## src/rtl/m_play_controller_pkg.sv

```systemverilog
// m_play_controller_pkg: button codes, FSM state encoding and input helpers shared by the controller
package m_play_controller_pkg;
  localparam logic [3:0] IN_INC = 4'b0001;
  localparam logic [3:0] IN_DEC = 4'b0010;
  localparam logic [3:0] IN_OK  = 4'b0100;
  localparam logic [3:0] IN_NEW = 4'b1000;
  typedef enum logic [1:0] {
    ST_TURN      = 2'd0,
    ST_SETTLE    = 2'd1,
    ST_GAME_OVER = 2'd2
  } state_e;
  function automatic logic is_onehot(input logic [3:0] v);
    return (v != 4'd0) && ((v & (v - 4'd1)) == 4'd0);
  endfunction
endpackage

```

## src/rtl/m_play_controller_column_dropper.sv

```systemverilog
// m_column_dropper: combinational piece drop into one column of a field, with per-column fill counts
module m_column_dropper #(
  parameter  int COLS  = 7,
  parameter  int ROWS  = 6,
  localparam int CNT_W = $clog2(ROWS + 1),
  localparam int COL_W = $clog2(COLS)
) (
  input  logic [COLS*ROWS-1:0]  i_field,
  input  logic [COLS*CNT_W-1:0] i_counts,
  input  logic [COL_W-1:0]      i_col,
  output logic                  o_valid,
  output logic [COLS*ROWS-1:0]  o_field,
  output logic [COLS*CNT_W-1:0] o_counts
);
  logic [CNT_W-1:0] cnt [COLS];
  logic [CNT_W-1:0] sel;
  for (genvar c = 0; c < COLS; c++) begin : g_col
    assign cnt[c] = i_counts[c*CNT_W +: CNT_W];
    assign o_counts[c*CNT_W +: CNT_W] = cnt[c] + CNT_W'(o_valid && i_col == COL_W'(c));
    // The piece lands on the lowest empty row, which is the column's fill count
    for (genvar r = 0; r < ROWS; r++) begin : g_row
      assign o_field[r*COLS+c] = i_field[r*COLS+c] | (o_valid && i_col == COL_W'(c) && sel == CNT_W'(r));
    end
  end
  assign sel     = cnt[i_col];
  assign o_valid = sel < CNT_W'(ROWS);
endmodule

```

## src/rtl/m_play_controller.sv

```systemverilog
// m_play_controller: two-player drop-piece game controller with cursor, settle delay and game-over
module m_play_controller
  import m_play_controller_pkg::*;
#(
  parameter  int COLS          = 7,
  parameter  int ROWS          = 6,
  parameter  int SETTLE_CYCLES = 256,
  localparam int CNT_W         = $clog2(ROWS + 1),
  localparam int COL_W         = $clog2(COLS),
  localparam int MC_W          = $clog2(COLS*ROWS + 1),
  localparam int SC_W          = $clog2(SETTLE_CYCLES) + 1
) (
  input  logic                 w_clk,
  input  logic                 w_rst,
  input  logic [3:0]           w_user_input,
  output logic [COL_W-1:0]     o_selecting_col,
  output logic [COLS*ROWS-1:0] o_red_field,
  output logic [COLS*ROWS-1:0] o_blue_field,
  output logic                 o_turn,
  output logic                 o_busy,
  output logic                 o_reject,
  output logic [MC_W-1:0]      o_move_count,
  output logic                 o_game_over
);
  localparam int N = COLS * ROWS;
  state_e                 state_q, state_d;
  logic [3:0]             prev_q, code;
  logic [COL_W-1:0]       cursor_q, cursor_d, pend_q, pend_d;
  logic [SC_W-1:0]        settle_q, settle_d;
  logic [N-1:0]           red_q, red_d, blue_q, blue_d, drop_field;
  logic [COLS*CNT_W-1:0]  counts_q, counts_d, drop_counts;
  logic [MC_W-1:0]        moves_q, moves_d;
  logic                   turn_q, turn_d, reject_q, reject_d, drop_valid;
  // One dropper serves both the full-column check on the cursor and the commit of the pending column
  m_column_dropper #(.COLS(COLS), .ROWS(ROWS)) u_drop (
    .i_field  (turn_q ? blue_q : red_q),
    .i_counts (counts_q),
    .i_col    (state_q == ST_SETTLE ? pend_q : cursor_q),
    .o_valid  (drop_valid),
    .o_field  (drop_field),
    .o_counts (drop_counts)
  );
  always_comb begin
    state_d  = state_q;
    cursor_d = cursor_q;
    pend_d   = pend_q;
    settle_d = settle_q;
    red_d    = red_q;
    blue_d   = blue_q;
    counts_d = counts_q;
    moves_d  = moves_q;
    turn_d   = turn_q;
    reject_d = 1'b0;
    code     = (is_onehot(w_user_input) && prev_q == 4'd0) ? w_user_input : 4'd0;
    if (state_q == ST_SETTLE) begin
      settle_d = settle_q + SC_W'(1);
      if (settle_q == SC_W'(SETTLE_CYCLES - 1)) begin
        red_d    = turn_q ? red_q : drop_field;
        blue_d   = turn_q ? drop_field : blue_q;
        counts_d = drop_counts;
        moves_d  = moves_q + MC_W'(1);
        turn_d   = ~turn_q;
        state_d  = (moves_q + MC_W'(1) == MC_W'(N)) ? ST_GAME_OVER : ST_TURN;
      end
    end else if (code == IN_NEW) begin
      state_d  = ST_TURN;
      cursor_d = '0;
      red_d    = '0;
      blue_d   = '0;
      counts_d = '0;
      moves_d  = '0;
      turn_d   = 1'b0;
    end else if (state_q == ST_TURN) begin
      cursor_d = code == IN_INC ? (cursor_q == COL_W'(COLS - 1) ? '0 : cursor_q + COL_W'(1)) :
                 code == IN_DEC ? (cursor_q == '0 ? COL_W'(COLS - 1) : cursor_q - COL_W'(1)) : cursor_q;
      if (code == IN_OK) begin
        reject_d = !drop_valid;
        pend_d   = cursor_q;
        settle_d = '0;
        state_d  = drop_valid ? ST_SETTLE : ST_TURN;
      end
    end
  end
  always_ff @(posedge w_clk or posedge w_rst) begin
    if (w_rst) begin
      state_q  <= ST_TURN;
      prev_q   <= '0;
      cursor_q <= '0;
      pend_q   <= '0;
      settle_q <= '0;
      red_q    <= '0;
      blue_q   <= '0;
      counts_q <= '0;
      moves_q  <= '0;
      turn_q   <= 1'b0;
      reject_q <= 1'b0;
    end else begin
      state_q  <= state_d;
      prev_q   <= w_user_input;
      cursor_q <= cursor_d;
      pend_q   <= pend_d;
      settle_q <= settle_d;
      red_q    <= red_d;
      blue_q   <= blue_d;
      counts_q <= counts_d;
      moves_q  <= moves_d;
      turn_q   <= turn_d;
      reject_q <= reject_d;
    end
  end
  assign o_selecting_col = cursor_q;
  assign o_red_field     = red_q;
  assign o_blue_field    = blue_q;
  assign o_turn          = turn_q;
  assign o_reject        = reject_q;
  assign o_move_count    = moves_q;
  assign o_busy          = state_q == ST_SETTLE;
  assign o_game_over     = state_q == ST_GAME_OVER;
endmodule
```

## config.mk

```make
export PLATFORM = sky130hd
export DESIGN_NAME = m_play_controller
export DESIGN_NICKNAME = d
export VERILOG_FILES = /design/src/rtl/m_play_controller_pkg.sv /design/src/rtl/m_play_controller_column_dropper.sv /design/src/rtl/m_play_controller.sv
export SDC_FILE = /design/constraint.sdc
export NUM_CORES = 1
export LEC_CHECK = 0
export BUFFER_PORTS_ARGS = -buffer_cell sky130_fd_sc_hd__buf_4
export CAP_MARGIN = 5
export CORE_UTILIZATION = 55
export DETAILED_ROUTE_END_ITERATION = 8
export PLACE_DENSITY = 0.89
export SLEW_MARGIN = 0
export SYNTH_ARGS = -nofsm -noshare
export SYNTH_HDL_FRONTEND = slang
export SYNTH_SLANG_ARGS = --single-unit
```

## constraint.sdc

```tcl
create_clock -name w_clk -period 5.9 [get_ports w_clk]
set_input_delay 0.295 -clock w_clk [delete_from_list [all_inputs] [get_ports w_clk]]
set_output_delay 0.295 -clock w_clk [all_outputs]
set_load 0.03 [all_outputs]
```

==> flow_summary.json, run 1 <==
{
  "status": "finished clean",
  "fillers": 765,
  "tritoncts": "built",
  "cp.arrival_ps": 4350,
  "cts_made_buffers": 17,
  "fin_crit_ps": 4040,
  "start_util_pct": 57.5,
  "netlist.area_leader.share_pct": 52.9,
  "first_pass_iters": 5,
  "syn2layout_area_growth_pct": 21.4,
  "leakage_uw": 0.00355,
  "cts_max_path_buffers": 2,
  "drive_above_1_share_pct": 20.4,
  "wl_per_cell_um": 18.3,
  "drc": 0,
  "ys_seq_area_share_pct": 52.9,
  "rr_endpoint": "counts_q[14]",
  "gp_congestion": 0.946,
  "critPathKind": "reg2reg",
  "fmax_ghz": 0.247,
  "crit_chain": "nand2b_1 -> mux2i_4 -> o21ai_1 -> a211o_1 -> a221o_1 -> and3_1 -> ha_1 -> ha_1 -> nand2_1 -> xor2_1 -> nor2_1",
  "diodes": 0,
  "r2r_slack_ps": 1860,
  "synth_nets": 691,
  "clockRootBuffer": "clkbuf_16",
  "critPathMaxStageDelay_ps": 760,
  "grt_max_degree": 83,
  "finalSetupTns_ps": 0,
  "maxCapViolations": 0,
  "port_buffers": 102,
  "crit_fanout": 26,
  "max-slew-margin-rel_pct": 27.7,
  "post_cts_buffers": 0,
  "start_kind": "flop",
  "cp_common_cell": "ha_1",
  "grt_pass1_wl_mm": 26.4,
  "setup_viol": 0,
  "syn_avg_cell_area_um2": 9.57,
  "yosysWarnings": 0,
  "die_w_um": 109,
  "hold_violations": 0,
  "drt-total-wl_mm": 16.4,
  "core_area_um2": 11000,
  "timing.rr.start": "state_q[1]",
  "grt_usage_pct": 29.1,
  "final_common_cell": "nand2_1",
  "nets": 774,
  "multi_input_area_um2": 2760,
  "hp-class": "in2async",
  "synth_top_area_cell": "dfrtp_1",
  "seq_area_um2": 3350,
  "crit_buf_inv": 0,
  "num_rows": 38,
  "worst_slew_pin_slew_ps": 1080,
  "crit_family": "simple AND/OR/NAND/NOR gates",
  "cts_resized": 0,
  "whs_ps": 15.3,
  "final_cell_mix": "nand2_1, dfrtp_1, buf_4, o21ai_0, o31ai_1",
  "synthCells": 662,
  "htreeDepth": 4,
  "async_flop_share_pct": 100,
  "hpwl_mm": 11.1,
  "grt_antenna_before_repair": 0,
  "overflow": 0,
  "cpMaxStageDelayCell": "mux2i_4",
  "die_h_um": 109,
  "netlist_area_um2": 6340,
  "ant_nets": 0,
  "slew_viol_final": 0,
  "postCtsHoldBufs": 0,
  "avgViaCountPerCell": 6.18,
  "ys_types": 62,
  "endpoint_kind": "flop",
  "synth-seq-cells": 134,
  "reg2reg_depth": 11,
  "die-area_um2": 12000,
  "num_vias": 5554,
  "grt_pass1_vias": 5193,
  "clock_sinks": 134,
  "cp_data_required_time_ps": 6200,
  "skew_ps": 8.19,
  "ir_worst_vdd_mv": 0.282,
  "ys.flop_type": "dfrtp_1",
  "num_io_pins": 103,
  "clkTransAtPathRegs_ps": 60,
  "fin_crit_sh_pct": 68.5,
  "rsz0062_at_grt": "no",
  "drtIter0Drc": 704,
  "synthTopCellsByArea": "dfrtp_1, nand2_1, o21ai_0",
  "insertion_delay_ps": 430,
  "power.density_nw_per_um2": 385,
  "synth-edff-count": 0
}
## worst max-delay path by stage
stage          depth (start not counted)       start  slack [ps]            to
6_report                              11  state_q[1]        1860  counts_q[14]
5_1_grt                               11  state_q[1]        1630  counts_q[14]
3_5_place_dp                          11  state_q[1]        1990  counts_q[14]
2_1_floorplan                          1       w_rst        2020   counts_q[0]
3_3_place_gp                          11  state_q[1]        2200   counts_q[5]
4_1_cts                               11  state_q[1]        1930  counts_q[14]
## logic make-up (layout without fill, tap and decap cells)
kind of cell / count (synthesis) / count (layout) / synth area share, %
buffers and inverters: 51 / 147 / 3.57
multiplexers: 11 / 11 / 2.09
flip-flops: 134 / 134 / 52.9
AO/OA/AOI/OAI: 165 / 165 / 15.8
AND/OR/NAND/NOR: 264 / 264 / 19.2
adder cells (fa/ha/maj): 23 / 23 / 4.54
XOR/XNOR: 14 / 14 / 1.93
## stage by stage
| stage | total power (µW) | std cells | worst slack, ps | cell area [µm²] | utilization [%] |
|---|---|---|---|---|---|
| 2_1_floorplan | 1690 | 662 | 2020 | 6340 | - |
| 3_3_place_gp | 1920 | 866 | 2200 | 7130 | 64.6 |
| 3_5_place_dp | 1960 | 866 | 1990 | 7130 | 64.6 |
| 4_1_cts | 2960 | 898 | 1930 | 7690 | 69.8 |
| 5_1_grt | 3090 | 898 | 1630 | 7690 | 69.8 |
| 6_report | 2960 | 898 | 1860 | 7690 | 69.8 |
## registers in the layout (all words and copies together) (netlist names)
signal and count:
settle_q 9, pend_q 3, o_turn 1, o_selecting_col 3, o_move_count 6, counts_q 21
o_blue_field 42, prev_q 4, o_reject 1, state_q 2, o_red_field 42
## final cells by class
class,instances,share of cell area (%)
inverter,8,0.423
sequential,134,43.6
clock buffer,19,5.76
tap,140,2.28
clock inverter,13,1.64
timing repair buffer,107,10.4
multi-input combinational,477,35.9
## metal layers
metal	part of all wire [%]	routed length (µm)	GRT usage, %
met1	42	6840	39.2
met4	2.6	427	13.8
met5	0	0	0
met2	49	8000	45.6
met3	7.0	1150	5.45
## power breakdown
| group | internal, µW | switching [µW] |
|---|---|---|
| logic | 256 | 541 |
| registers | 1050 | 115 |
| clock network | 594 | 408 |
## cell usage after synthesis, types with 10 or more instances
| cell | instances |
|---|---|
| xor2_1 | 10 |
| o31ai_1 | 30 |
| dfrtp_1 | 134 |
| o21ai_0 | 85 |
| nor2_1 | 28 |
| nand4_1 | 16 |
| nand2_1 | 150 |
| and3_1 | 12 |
| clkbuf_1 | 26 |
| a21oi_1 | 17 |
| nand3_1 | 15 |
| buf_2 | 11 |
| ha_1 | 23 |
(Power assumes the default switching activity.)
==> inputs of run 2 (changes only) <==
- ABC_AREA: not set -> 1
- PLACE_DENSITY: 0.89 -> 0.88
- clock period: 5.9 -> 4.1 ns (I/O delays scaled with it)
==> run 2 against run 1 <==
  * Via count up 18%
  * Core utilization down 1.3 points
  * Area after synthesis up 14%
  * Critical path type unchanged
  * Maximum frequency up 33%
==> flow_summary.json, run 2 <==
{
  "hp-class": "in2reg",
  "maxCapViolations": 0,
  "port_buffers": 102,
  "async_flop_share_pct": 100,
  "grt_pass1_vias": 6132,
  "post_cts_buffers": 0,
  "clockRootBuffer": "clkbuf_16",
  "first_pass_iters": 5,
  "rsz0062_at_grt": "no",
  "seq_area_um2": 3350,
  "r2r_slack_ps": 1070,
  "reg2reg_depth": 13,
  "yosys.cell_count.top_type": "nand2_1",
  "fin_crit_ps": 3030,
  "post-place-ws_ps": 1230,
  "fillers": 966,
  "finalPower_uw": 5300,
  "overflow": 0,
  "top_layer_used": "met4",
  "clock_sinks": 134,
  "endpoint_kind": "flop",
  "core_area_um2": 12700,
  "final_cells": 1174,
  "synthTopCellsByArea": "dfrtp_1, nand2_1, mux2i_1",
  "timing.rr.start": "state_q[1]",
  "ys_types": 35,
  "ir_worst_vdd_mv": 0.331,
  "max-slew-margin-rel_pct": 32.7,
  "power.density_nw_per_um2": 608,
  "drtIter0Drc": 773,
  "netlist.area_leader.share_pct": 46.5,
  "ys_seq_area_share_pct": 46.5,
  "num_io_pins": 103,
  "synth.top_cells.by_count": "nand2_1, dfrtp_1, inv_1, mux2i_1, nand3_1",
  "num_rows": 41,
  "cts_made_buffers": 17,
  "cp_data_required_time_ps": 4410,
  "dr_wl_met2_mm": 8.90,
  "clkTransAtPathRegs_ps": 60,
  "worstSetupStartpoint": "state_q[1]",
  "insertion_delay_ps": 440,
  "status": "finished clean",
  "multi_input_area_um2": 3430,
  "synth-seq-cells": 134,
  "critPathKind": "reg2reg",
  "synth_nets": 925,
  "grt_pass1_wl_mm": 29.7,
  "syn2layout_area_growth_pct": 20.8,
  "drc": 0,
  "whs_ps": 458,
  "gp_congestion": 0.827,
  "die-area_um2": 13600,
  "diodes": 0,
  "ys.flop_type": "dfrtp_1",
  "dp_cells": 1137,
  "die_w_um": 117,
  "finalSetupTns_ps": 0,
  "fmax_ghz": 0.330,
  "setup_viol": 0,
  "crit_path_end": "counts_q[20]",
  "ant_nets": 0,
  "start_util_pct": 56.7,
  "slew_viol_final": 0,
  "dr_wl_met3_mm": 1.30,
  "num_vias": 6556,
  "drive_above_1_share_pct": 17.2,
  "wl_met1_mm": 7.80,
  "drt-total-wl_mm": 18.7,
  "leakage_uw": 0.00438,
  "wl_per_cell_um": 15.9,
  "htreeDepth": 4,
  "start_kind": "flop",
  "tritoncts": "built",
  "synthCells": 896,
  "worst_slew_pin_slew_ps": 1010,
  "grt_usage_pct": 28.7,
  "grt_max_degree": 67,
  "nets": 1018,
  "final_common_cell": "nand2_1",
  "skew_ps": 11.1,
  "syn_avg_cell_area_um2": 8.05,
  "fin_crit_sh_pct": 73.9,
  "netlist_area_um2": 7210,
  "hold_violations": 0,
  "cp.arrival_ps": 3340,
  "crit_fanout": 16,
  "synth_top_area_cell": "dfrtp_1",
  "grt_antenna_before_repair": 0,
  "final_cell_mix": "nand2_1, dfrtp_1, buf_4, inv_1, mux2i_1",
  "setup_ws_ps": 1070,
  "avgViaCountPerCell": 5.58,
  "cts_max_path_buffers": 2,
  "hpwl_mm": 11.5,
  "yosysWarnings": 0,
  "synth-edff-count": 0,
  "rr_endpoint": "counts_q[20]",
  "die_h_um": 117
}
## run 2: changes by cell type in the layout (fill, tap and decap cells not counted), sizes merged, moves of 17 or more
cell   delta
o21ai    -47
inv      +44
nand3    +24
nand4    +17
o31ai    -30
nand2   +252
mux2i    +36
## run 2: power breakdown
group | switching, µW | internal [µW] | leakage, µW
clock network | 594 | 1100 | 0.000308
logic | 1240 | 605 | 0.00254
registers | 205 | 1560 | 0.00153
## run 2: per-stage QoR
step / instance area [µm²] / utilization [%]
floorplan: 7210 / -
global route: 8710 / 68.5
finish: 8710 / 68.5
CTS: 8710 / 68.5
detailed placement: 8020 / 63.0
global placement: 8020 / 63.0
## run 2: worst max-delay path: stages (launching register included)
cell     delay, ps
dfrtp_1        420
inv_2          160
nand2_2        270
o21ai_4        440
inv_2          200
nand2_1        150
nand2_4        140
nor2_4         290
nor3_1         120
ha_1           240
ha_1           190
nand2_1         80
xor2_1         140
nor2_1          60
## run 2: kinds of logic after synthesis
group                      synth area share, %
AOI/OAI and AO/OA                         4.60
xor gates and xnor gates                  1.21
adders and majority gates                 3.99
buffers and inverters                     6.09
DFF                                       46.5
muxes                                     5.83
and+or+nand+nor                           31.8
## run 2: what timing repair did
item,CTS,global route
endpoints found under the hold margin,68,0
hold buffers,5,0
gates resized for setup,0,0
setup endpoints to repair,0,0
## run 2: layout make-up
type                    instances  area share (%)
multi-input cells             669            39.3
flip-flops and latches        134            38.5
clock inverters                11            2.25
repair buffers                114            9.97
inverters                      53            2.31
clock buffers                  21            5.17
well taps                     172            2.47
## run 2: routing by layer
metal,vias up,global-route usage [%]
met2,270,44.9
met5,-,0
met4,0,15.1
li1,3078,-
met1,3142,37.1
met3,66,6.75
## run 2: worst min-delay path by stage
stage | depth (start not counted) | from | slack (ps) | to
2_1_floorplan | 0 | w_user_input[0] | 240 | prev_q[0]
3_3_place_gp | 1 | w_user_input[1] | 330 | prev_q[1]
3_5_place_dp | 1 | w_user_input[1] | 340 | prev_q[1]
4_1_cts | 2 | w_user_input[1] | 440 | prev_q[1]
5_1_grt | 2 | w_user_input[1] | 470 | prev_q[1]
6_report | 2 | w_user_input[1] | 460 | prev_q[1]
==> inputs of run 3 (changes only) <==
- CORE_UTILIZATION: 55 -> 52
- PLACE_DENSITY: 0.88 -> 0.87
- clock period: 4.1 -> 2.5 ns (I/O delays scaled with it)
==> run 3 against run 2 <==
  * Critical path depth rose by 1
  * Combinational power up 74%
  * Clock skew fell by 4.1 ps
  * Wire length rose by 7.4%
  * Sequential cell count stayed put
  * Highest routed layer unchanged
==> flow_summary.json, run 3 (synthesis results as in run 2) <==
{
  "maxCapViolations": 0,
  "grt_usage_pct": 28.9,
  "die_w_um": 120,
  "fin_area_um2": 9070,
  "power.density_nw_per_um2": 959,
  "core_area_um2": 13400,
  "insertion_delay_ps": 430,
  "crit_chain": "clkinv_4 -> nand2_8 -> buf_4 -> o21ai_4 -> inv_2 -> nand2_1 -> nand2_4 -> nor2_4 -> nor3_1 -> ha_1 -> ha_1 -> nand2_1 -> xor2_1 -> nor2_1",
  "start_kind": "flop",
  "cpMaxStageDelayCell": "dfrtp_2",
  "num_io_pins": 103,
  "p_switching_uw": 3420,
  "drt-total-wl_mm": 20.0,
  "ir_worst_vdd_mv": 0.608,
  "fin_crit_sh_pct": 94.9,
  "endpoint_kind": "flop",
  "start_util_pct": 53.8,
  "hp-class": "in2async",
  "power.share.clock_pct": 29.5,
  "post_dp_cell_area_um2": 8250,
  "utilization_pct": 67.7,
  "grt_antenna_before_repair": 0,
  "gp_congestion": 0.888,
  "drive_above_1_share_pct": 20.8,
  "setup_viol": 0,
  "num_vias": 6839,
  "cts_max_path_buffers": 2,
  "cp_data_required_time_ps": 2810,
  "slew_viol_final": 0,
  "p_int_uw": 5270,
  "fillers": 1016,
  "die-area_um2": 14300,
  "drtIter0Drc": 770,
  "max-slew-margin-rel_pct": 49.3,
  "htreeDepth": 4,
  "final_common_cell": "nand2_1",
  "worst_slew_pin_slew_ps": 758,
  "hold_violations": 0,
  "overflow": 0,
  "cts_made_buffers": 17,
  "critPathMaxStageDelay_ps": 430,
  "wl_per_cell_um": 16.6,
  "final_cell_mix": "nand2_1, buf_4, dfrtp_1, inv_1, mux2i_1",
  "avgViaCountPerCell": 5.65,
  "power.share.combinational_pct": 37.0,
  "syn2layout_area_growth_pct": 25.8,
  "fin_crit_ps": 2370,
  "first_pass_iters": 5,
  "seq_power_share_pct": 33.5,
  "hpwl_mm": 12.9,
  "ant_nets": 0,
  "num_rows": 42,
  "critPathKind": "reg2reg",
  "status": "finished clean",
  "skew_ps": 6.93,
  "port_buffers": 102,
  "cp.arrival_ps": 2690,
  "drc": 0,
  "clockRootBuffer": "clkbuf_16",
  "seq_area_um2": 3360,
  "multi_input_area_um2": 3480,
  "die_h_um": 120,
  "nets": 1051,
  "swShare_pct": 39.4,
  "clock_sinks": 134,
  "diodes": 0,
  "grt_pass1_wl_mm": 32.7,
  "leakage_uw": 0.00454,
  "clkTransAtPathRegs_ps": 60,
  "grt_pass1_vias": 6685,
  "fmax_ghz": 0.421,
  "grt_max_degree": 72,
  "tritoncts": "built",
  "crit_fanout": 12
}
## run 3: final cells by class
| type | count | share of cell area (%) |
|---|---|---|
| sequential | 134 | 37.0 |
| timing repair buffer | 147 | 13.1 |
| clock inverter | 9 | 1.27 |
| inverter | 53 | 2.44 |
| clock buffer | 22 | 5.45 |
| multi-input combinational | 669 | 38.3 |
| tap | 176 | 2.43 |
## run 3: layer usage
metal	GRT usage [%]	wire length (µm)	vias up
li1	-	-	3143
met2	46.7	9770	343
met5	0	0	-
met1	36.8	8140	3297
met3	6.75	1510	56
met4	13.1	621	0
## run 3: what timing repair did
action,4_1_cts,5_1_grt
hold buffers,5,0
pin swaps,1,4
endpoints found under the hold margin,32,0
endpoints found under the setup margin,14,79
cloned,0,1
buffers inserted,1,7
resized for setup,3,18
## run 3: worst max-delay path, delay by kind of cell (launching register included)
family	cells	cell delay, ps
simple gates	7	770
flops	1	430
buf+inv	3	400
fa+ha+maj	2	370
xor+xnor	1	150
compound gates	1	140
## run 3: worst paths after layout
kind                                  from                to  slack, ps  depth (start not counted)
hold / removal                       w_rst   o_blue_field[4]        360                          3
setup / recovery                state_q[1]      counts_q[17]        130                         14
max in group asynchronous            w_rst  o_blue_field[37]       1350                          4
hold reg to reg            o_red_field[36]   o_red_field[36]        510                          2
min in group w_clk         w_user_input[2]         prev_q[2]        370                          2
setup reg to reg                state_q[1]      counts_q[17]        130                         14
## run 3: through the flow
stage	hold slack (ps)	setup TNS, ps	power (µW)	cells	setup WS, ps
3_5_place_dp	254	-410	5980	1165	-84.2
3_3_place_gp	253	0	5890	1165	33.6
2_1_floorplan	156	0	5100	896	93.5
5_1_grt	373	-150	9130	1210	-37.6
4_1_cts	364	0	8590	1202	14.6
6_report	362	0	8700	1210	127
## run 3: power by group through the flow
stage	clock, µW	sequential, µW	combinational, µW
2_1_floorplan	0	3280	1820
3_3_place_gp	0	2910	2980
3_5_place_dp	0	2920	3060
4_1_cts	2570	2900	3130
5_1_grt	2680	2950	3500
6_report	2570	2910	3210
